--- config.mk ---
export PLATFORM = sky130hd
export DESIGN_NAME = huff_stream_ctrl
export DESIGN_NICKNAME = d
export VERILOG_FILES = /design/src/rtl/huff_pkg.sv /design/src/rtl/huff_bitbuf.sv /design/src/rtl/huff_stream_ctrl.sv
export SDC_FILE = /design/constraint.sdc
export NUM_CORES = 1
export LEC_CHECK = 0
export ABC_CLOCK_PERIOD_IN_PS = 5800
export CAP_MARGIN = 20
export CORE_MARGIN = 5
export CORE_UTILIZATION = 55
export DETAILED_ROUTE_END_ITERATION = 10
export PLACE_DENSITY = 0.77
export SYNTH_ARGS = -nofsm -noshare
export SYNTH_HDL_FRONTEND = slang
export SYNTH_SLANG_ARGS = --single-unit
--- constraint.sdc ---
create_clock -name clk -period 5.8 [get_ports clk]
set_input_delay 0.87 -clock clk [delete_from_list [all_inputs] [get_ports clk]]
set_output_delay 0.87 -clock clk [all_outputs]
set_load 0.02 [all_outputs]
--- src/rtl/huff_pkg.sv ---
//------------------------------------------------------------------------------
// huff_pkg
// Shared widths and controller state encoding for the Huffman stream block.
// Revision: 1.0
//------------------------------------------------------------------------------
`default_nettype none

package huff_pkg;

    localparam int MAX_CODE_LEN = 10;
    localparam int LEN_W        = 4;
    localparam int SYM_W        = 4;

    localparam logic [LEN_W-1:0] C_MAX_LEN = LEN_W'(MAX_CODE_LEN);

    typedef enum logic [2:0] {
        ST_IDLE = 3'd0,
        ST_FILL = 3'd1,
        ST_REQ  = 3'd2,
        ST_WAIT = 3'd3,
        ST_EMIT = 3'd4,
        ST_DONE = 3'd5,
        ST_ERR  = 3'd6
    } state_t;

endpackage

`default_nettype wire

--- src/rtl/huff_bitbuf.sv ---
//------------------------------------------------------------------------------
// huff_bitbuf
// MSB-first bit buffer: left shift retires bits, appends land below valid data.
// Revision: 1.0
//------------------------------------------------------------------------------
`default_nettype none

module huff_bitbuf
    import huff_pkg::*;
#(
    parameter int WORD_W = 16,
    parameter int FILL_W = $clog2(2*WORD_W+1)
) (
    input  logic                    clk,
    input  logic                    rst,
    input  logic                    clear_i,
    input  logic [LEN_W-1:0]        shift_i,
    input  logic                    app_en_i,
    input  logic [WORD_W-1:0]       app_data_i,
    output logic [FILL_W-1:0]       fill_o,
    output logic [MAX_CODE_LEN-1:0] win_o
);

    localparam int                BUF_W     = 2*WORD_W;
    localparam logic [FILL_W-1:0] FILL_WORD = FILL_W'(WORD_W);

    logic [BUF_W-1:0]  bits_q, bits_d;
    logic [FILL_W-1:0] fill_q, fill_d;
    logic [BUF_W-1:0]  w_shifted;
    logic [BUF_W-1:0]  w_app;
    logic [FILL_W-1:0] w_fill_sh;

    // Bits below fill are always zero, so OR-ing the aligned word is an append.
    always_comb begin
        w_shifted = bits_q << shift_i;
        w_fill_sh = fill_q - {{(FILL_W-LEN_W){1'b0}}, shift_i};
        w_app     = {app_data_i, {WORD_W{1'b0}}} >> w_fill_sh;
        bits_d    = w_shifted;
        fill_d    = w_fill_sh;
        if (app_en_i) begin
            bits_d = w_shifted | w_app;
            fill_d = w_fill_sh + FILL_WORD;
        end
        if (clear_i) begin
            bits_d = '0;
            fill_d = '0;
        end
    end

    always_ff @(posedge clk or negedge rst) begin
        if (!rst) begin
            bits_q <= '0;
            fill_q <= '0;
        end else begin
            bits_q <= bits_d;
            fill_q <= fill_d;
        end
    end

    assign fill_o = fill_q;
    assign win_o  = bits_q[BUF_W-1 -: MAX_CODE_LEN];

endmodule

`default_nettype wire

--- src/rtl/huff_stream_ctrl.sv ---
//------------------------------------------------------------------------------
// huff_stream_ctrl
// Sequences the Huffman decoder core over a block of nsym symbols.
// Revision: 1.0
//------------------------------------------------------------------------------
`default_nettype none

module huff_stream_ctrl
    import huff_pkg::*;
#(
    parameter int WORD_W = 16,
    parameter int CNT_W  = 16
) (
    input  logic                    clk,
    input  logic                    rst,
    input  logic                    start_i,
    input  logic [CNT_W-1:0]        nsym_i,
    output logic                    busy_o,
    output logic                    done_o,
    output logic                    err_o,
    input  logic [WORD_W-1:0]       in_data_i,
    input  logic                    in_valid_i,
    input  logic                    in_last_i,
    output logic                    in_ready_o,
    output logic [MAX_CODE_LEN-1:0] win_o,
    output logic                    dec_req_o,
    input  logic                    dec_done_i,
    input  logic [LEN_W-1:0]        dec_len_i,
    input  logic [SYM_W-1:0]        dec_sym_i,
    output logic [SYM_W-1:0]        sym_out_o,
    output logic                    sym_valid_o,
    input  logic                    sym_ready_i
);

    localparam int                BUF_W     = 2*WORD_W;
    localparam int                FILL_W    = $clog2(BUF_W+1);
    localparam logic [FILL_W-1:0] FILL_CODE = FILL_W'(MAX_CODE_LEN);
    localparam logic [FILL_W-1:0] FILL_ROOM = FILL_W'(BUF_W-WORD_W);

    state_t            state_q, state_d;
    logic [CNT_W-1:0]  cnt_q, cnt_d;
    logic [CNT_W-1:0]  nsym_q, nsym_d;
    logic              last_q, last_d;
    logic [SYM_W-1:0]  sym_q, sym_d;

    logic [FILL_W-1:0] w_fill;
    logic              w_clear;
    logic              w_shift_en;
    logic              w_app_en;
    logic [LEN_W-1:0]  w_shift_len;
    logic              w_len_bad;

    assign busy_o      = (state_q != ST_IDLE) && (state_q != ST_ERR);
    assign done_o      = (state_q == ST_DONE);
    assign err_o       = (state_q == ST_ERR);
    assign dec_req_o   = (state_q == ST_REQ);
    assign sym_valid_o = (state_q == ST_EMIT);
    assign sym_out_o   = sym_q;
    assign in_ready_o  = busy_o && !last_q && (w_fill <= FILL_ROOM);
    assign w_app_en    = in_valid_i && in_ready_o;
    assign w_shift_len = w_shift_en ? dec_len_i : '0;
    assign w_len_bad   = (dec_len_i == '0) || (dec_len_i > C_MAX_LEN) ||
                         ({{(FILL_W-LEN_W){1'b0}}, dec_len_i} > w_fill);

    always_comb begin
        state_d    = state_q;
        cnt_d      = cnt_q;
        nsym_d     = nsym_q;
        last_d     = last_q;
        sym_d      = sym_q;
        w_clear    = 1'b0;
        w_shift_en = 1'b0;
        if (w_app_en && in_last_i) begin
            last_d = 1'b1;
        end
        case (state_q)
            ST_IDLE, ST_ERR: begin
                if (start_i) begin
                    w_clear = 1'b1;
                    cnt_d   = '0;
                    last_d  = 1'b0;
                    nsym_d  = nsym_i;
                    state_d = (nsym_i == '0) ? ST_DONE : ST_FILL;
                end
            end
            ST_FILL: begin
                // Once the stream has ended, a partial window is decoded as-is.
                if ((w_fill >= FILL_CODE) || (last_q && (w_fill != '0))) begin
                    state_d = ST_REQ;
                end else if (last_q) begin
                    state_d = ST_ERR;
                end
            end
            ST_REQ: begin
                state_d = ST_WAIT;
            end
            ST_WAIT: begin
                if (dec_done_i) begin
                    if (w_len_bad) begin
                        state_d = ST_ERR;
                    end else begin
                        w_shift_en = 1'b1;
                        sym_d      = dec_sym_i;
                        cnt_d      = cnt_q + 1'b1;
                        state_d    = ST_EMIT;
                    end
                end
            end
            ST_EMIT: begin
                if (sym_ready_i) begin
                    state_d = (cnt_q == nsym_q) ? ST_DONE : ST_FILL;
                end
            end
            ST_DONE: begin
                state_d = ST_IDLE;
            end
            default: begin
                state_d = ST_IDLE;
            end
        endcase
    end

    always_ff @(posedge clk or negedge rst) begin
        if (!rst) begin
            state_q <= ST_IDLE;
            cnt_q   <= '0;
            nsym_q  <= '0;
            last_q  <= 1'b0;
            sym_q   <= '0;
        end else begin
            state_q <= state_d;
            cnt_q   <= cnt_d;
            nsym_q  <= nsym_d;
            last_q  <= last_d;
            sym_q   <= sym_d;
        end
    end

    huff_bitbuf #(
        .WORD_W (WORD_W),
        .FILL_W (FILL_W)
    ) u_bitbuf (
        .clk        (clk),
        .rst        (rst),
        .clear_i    (w_clear),
        .shift_i    (w_shift_len),
        .app_en_i   (w_app_en),
        .app_data_i (in_data_i),
        .fill_o     (w_fill),
        .win_o      (win_o)
    );

endmodule

`default_nettype wire
==> run metrics <==
DIE AREA 14,900 µm²; clock skew 0.00862 ns; crit-path cells clkdlybuf4s50_1, ha_1, nand4_1, nand2_1, a21oi_2, nor2_2, inv_2, ha_1, nor2b_4, o21a_4, o21ai_1, nand2_1, o31ai_1, a22oi_1, a31oi_1; critical path class input port to flip-flop; post-synthesis sequential area ratio 28.3%; Final Hold Vio Count 0; crit path time final 5.32 ns; setup TNS 0 ns; vias in the first global route 6,342; most frequent cell after synthesis dfrtp_1; sequential share of power 25.4%; Hold Buf Count CTS 0; relative slew slack 40.2%; Worst EP arrival 5.57 ns; Peak Freq 188 MHz; synth top area cells dfrtp_1, mux2_2, a21oi_1; Ys Warns 0; Synth Flop Type dfrtp_1; drt initial violations 829; Hold Crit Class input port to async pin; Num CTS Buffers 9; sequential cell area 1950 µm²; first-pass GRT wire length 35,100 µm; leakage power 0.00316 µW; post-synthesis compound-gate area fraction 25.1%; RSZ-0062 raised after global routing no; I/O pins 67; Max IR drop VDD 0.000248 V; clock-pin slew on the worst setup and hold paths 0.07 ns; IO buf count 66; # diodes 0; gr usage total 29.8%; clk_lat worst skew 0.34 ns; fillcell total 1,056; Clock Tree Root clkbuf_16; switching pwr 1930 µW; final wirelength 22,300 µm; Crit-path slowest cell o31ai_1; count of final setup violators 0; Startpoint Class input port; ys async rst share 100%; routability congestion estimate from global placement 0.982; CP endpoint kind flip-flop; CP Launch Point dec_len_i[2]; FP Rows 41; Cells after Synth 809; Post-synth top cells dfrtp_1, nor2_1, a21oi_1; detailed placement HPWL 16,000 µm; area leader, netlist dfrtp_1; area share of the largest cell type after synthesis 28.3%; TritonCTS clock tree done; Placed Cells incl. Taps 994; Area Growth Syn to Fin 14.4%; largest family of logic cells by synthesized area compound AO/OA/AOI/OAI gates; Die W 122 µm; Sw Share 49.1%; Comb pwr share 59.4%; post-layout instance count excluding filler cells 1,012; Synth Cell Area 6900 µm²; cell-internal power 2010 µW; Layout Nets 893; Mean Syn Cell Area 8.53 µm²; Post-CTS Resized 0; critical path's largest stage delay 0.84 ns; drt drc 0; Slew @ Worst Pin 0.894 ns; P per Cell Area 499 nW/µm²; #FFs+latches synth 78; Syn Nets 867; Fin Hold WS 0.339 ns; mux cell area share after synthesis 11.8%; initial antenna violation count 0; Post-DRT Antenna Nets 0; H-tree depth 3; Max clock buf depth 2; Post-CTS Setup Bufs 0; max-slew violations 0; average wire per cell in the routed design 22.0 µm; xor and xnor area share after synthesis 4.57%; Post-Synth Adder-Cell Area 2.10%; largest net degree at the start of global routing 79; Pre-antenna DRT Iters 5; status complete, no violations; Worst R2R Start u_bitbuf.fill_o[1]$_DFF_PN0_; DR vias 6,955; EDFF count, synth 0; GRT overflow 0; critical path peak fanout 23; Initial Util 55.4%; CP Buf/Inv Count 2; CP required 6.05 ns; Vert. Die Dim 122 µm; Yosys cell types 90; cell family with most CP delay compound AO/OA/AOI/OAI gates; r2r setup slk 0.98 ns; Clk pwr share 15.2%; clk sinks 78; DR vias/cell 6.87; Synth Area in Simple Gates 21.8%; area of the multi-input gates 4520 µm²; Max-Cap Viols 0; fraction of layout cells with a size suffix above 1 13.7%; CORE AREA 12,500 µm²; Final period util 91.8%
-- sequential cells by signal (all words and copies together) (netlist names) --
name             count
sym_out_o            4
state_q              3
last_q               1
nsym_q              16
cnt_q               16
u_bitbuf.bits_q     32
u_bitbuf.fill_o      6
-- power by group through the flow --
stage	registers (µW)	logic, µW	clock network [µW]
floorplan	914	1690	0
global placement	984	2240	0
detailed placement	995	2260	0
CTS	987	2280	600
global route	1020	2500	620
finish	1000	2340	598
-- metal layers --
layer  GRT usage [%]  vias to the layer above  wire [µm]
met1            45.1                     3374       9710
met5               0                        -          0
met2            42.0                      424       9510
li1                -                     3120          -
met4            7.70                        0        408
met3            7.66                       37       2630
-- final timing paths --
| check | depth (start not counted) | endpoint |
|---|---|---|
| setup / recovery | 15 | u_bitbuf.bits_q[5]$_DFF_PN0_ |
| hold / removal | 1 | u_bitbuf.bits_q[31]$_DFF_PN0_ |
| min in group clk | 1 | sym_out_o[1]$_DFFE_PN0N_ |
| hold reg to reg | 1 | sym_out_o[1]$_DFFE_PN0N_ |
| max in group asynchronous | 2 | cnt_q[11]$_DFFE_PN0P_ |
| setup reg to reg | 15 | u_bitbuf.bits_q[5]$_DFF_PN0_ |
-- worst register-to-register path, cell delays in order, from the launching register on --
cell and delay [ns]:
dfrtp_1 0.42, inv_1 0.14, ha_1 0.32, nor2b_1 0.14, o211ai_1 0.14, a21oi_2 0.27
nor2_2 0.08, inv_2 0.39, ha_1 0.34, nor2b_4 0.14, o21a_4 0.22, o21ai_1 0.35
nand2_1 0.41, o31ai_1 0.84, a22oi_1 0.26, a31oi_1 0.26
-- stage by stage --
stage	worst slack, ns	area (µm²)	power, µW	util [%]
global route	0.214	7890	4150	63.3
floorplan	1.26	6900	2600	-
finish	0.478	7890	3940	63.3
detailed placement	0.295	7550	3260	60.6
global placement	0.305	7550	3220	60.6
CTS	0.643	7860	3870	63.0
-- area by class of cell --
type	instances	share of cell area, %
multi-input cells	643	57.3
flip-flops and latches	78	24.7
repair buffers	87	10.6
clock buffers	9	2.85
well taps	172	2.73
clock inverters	7	1.01
inverters	16	0.761
-- cells in the final DEF (no fill, tap or decap), drive strengths merged, types with 25 or more instances in the layout --
cell / instances
mux2i: 25
nand3: 28
o21ai: 43
a21oi: 66
dfrtp: 78
nand2: 50
mux2: 34
nor2: 70
clkdlybuf4s50: 65
nor3: 45
-- logic make-up after synthesis --
logic type                 after synthesis
buffers and inverters                   88
muxes                                   67
and+or+nand+nor                        285
xor gates and xnor gates                36
adders and majority gates               11
DFF                                     78
AOI/OAI and AO/OA                      244
(Power assumes the default switching activity.)
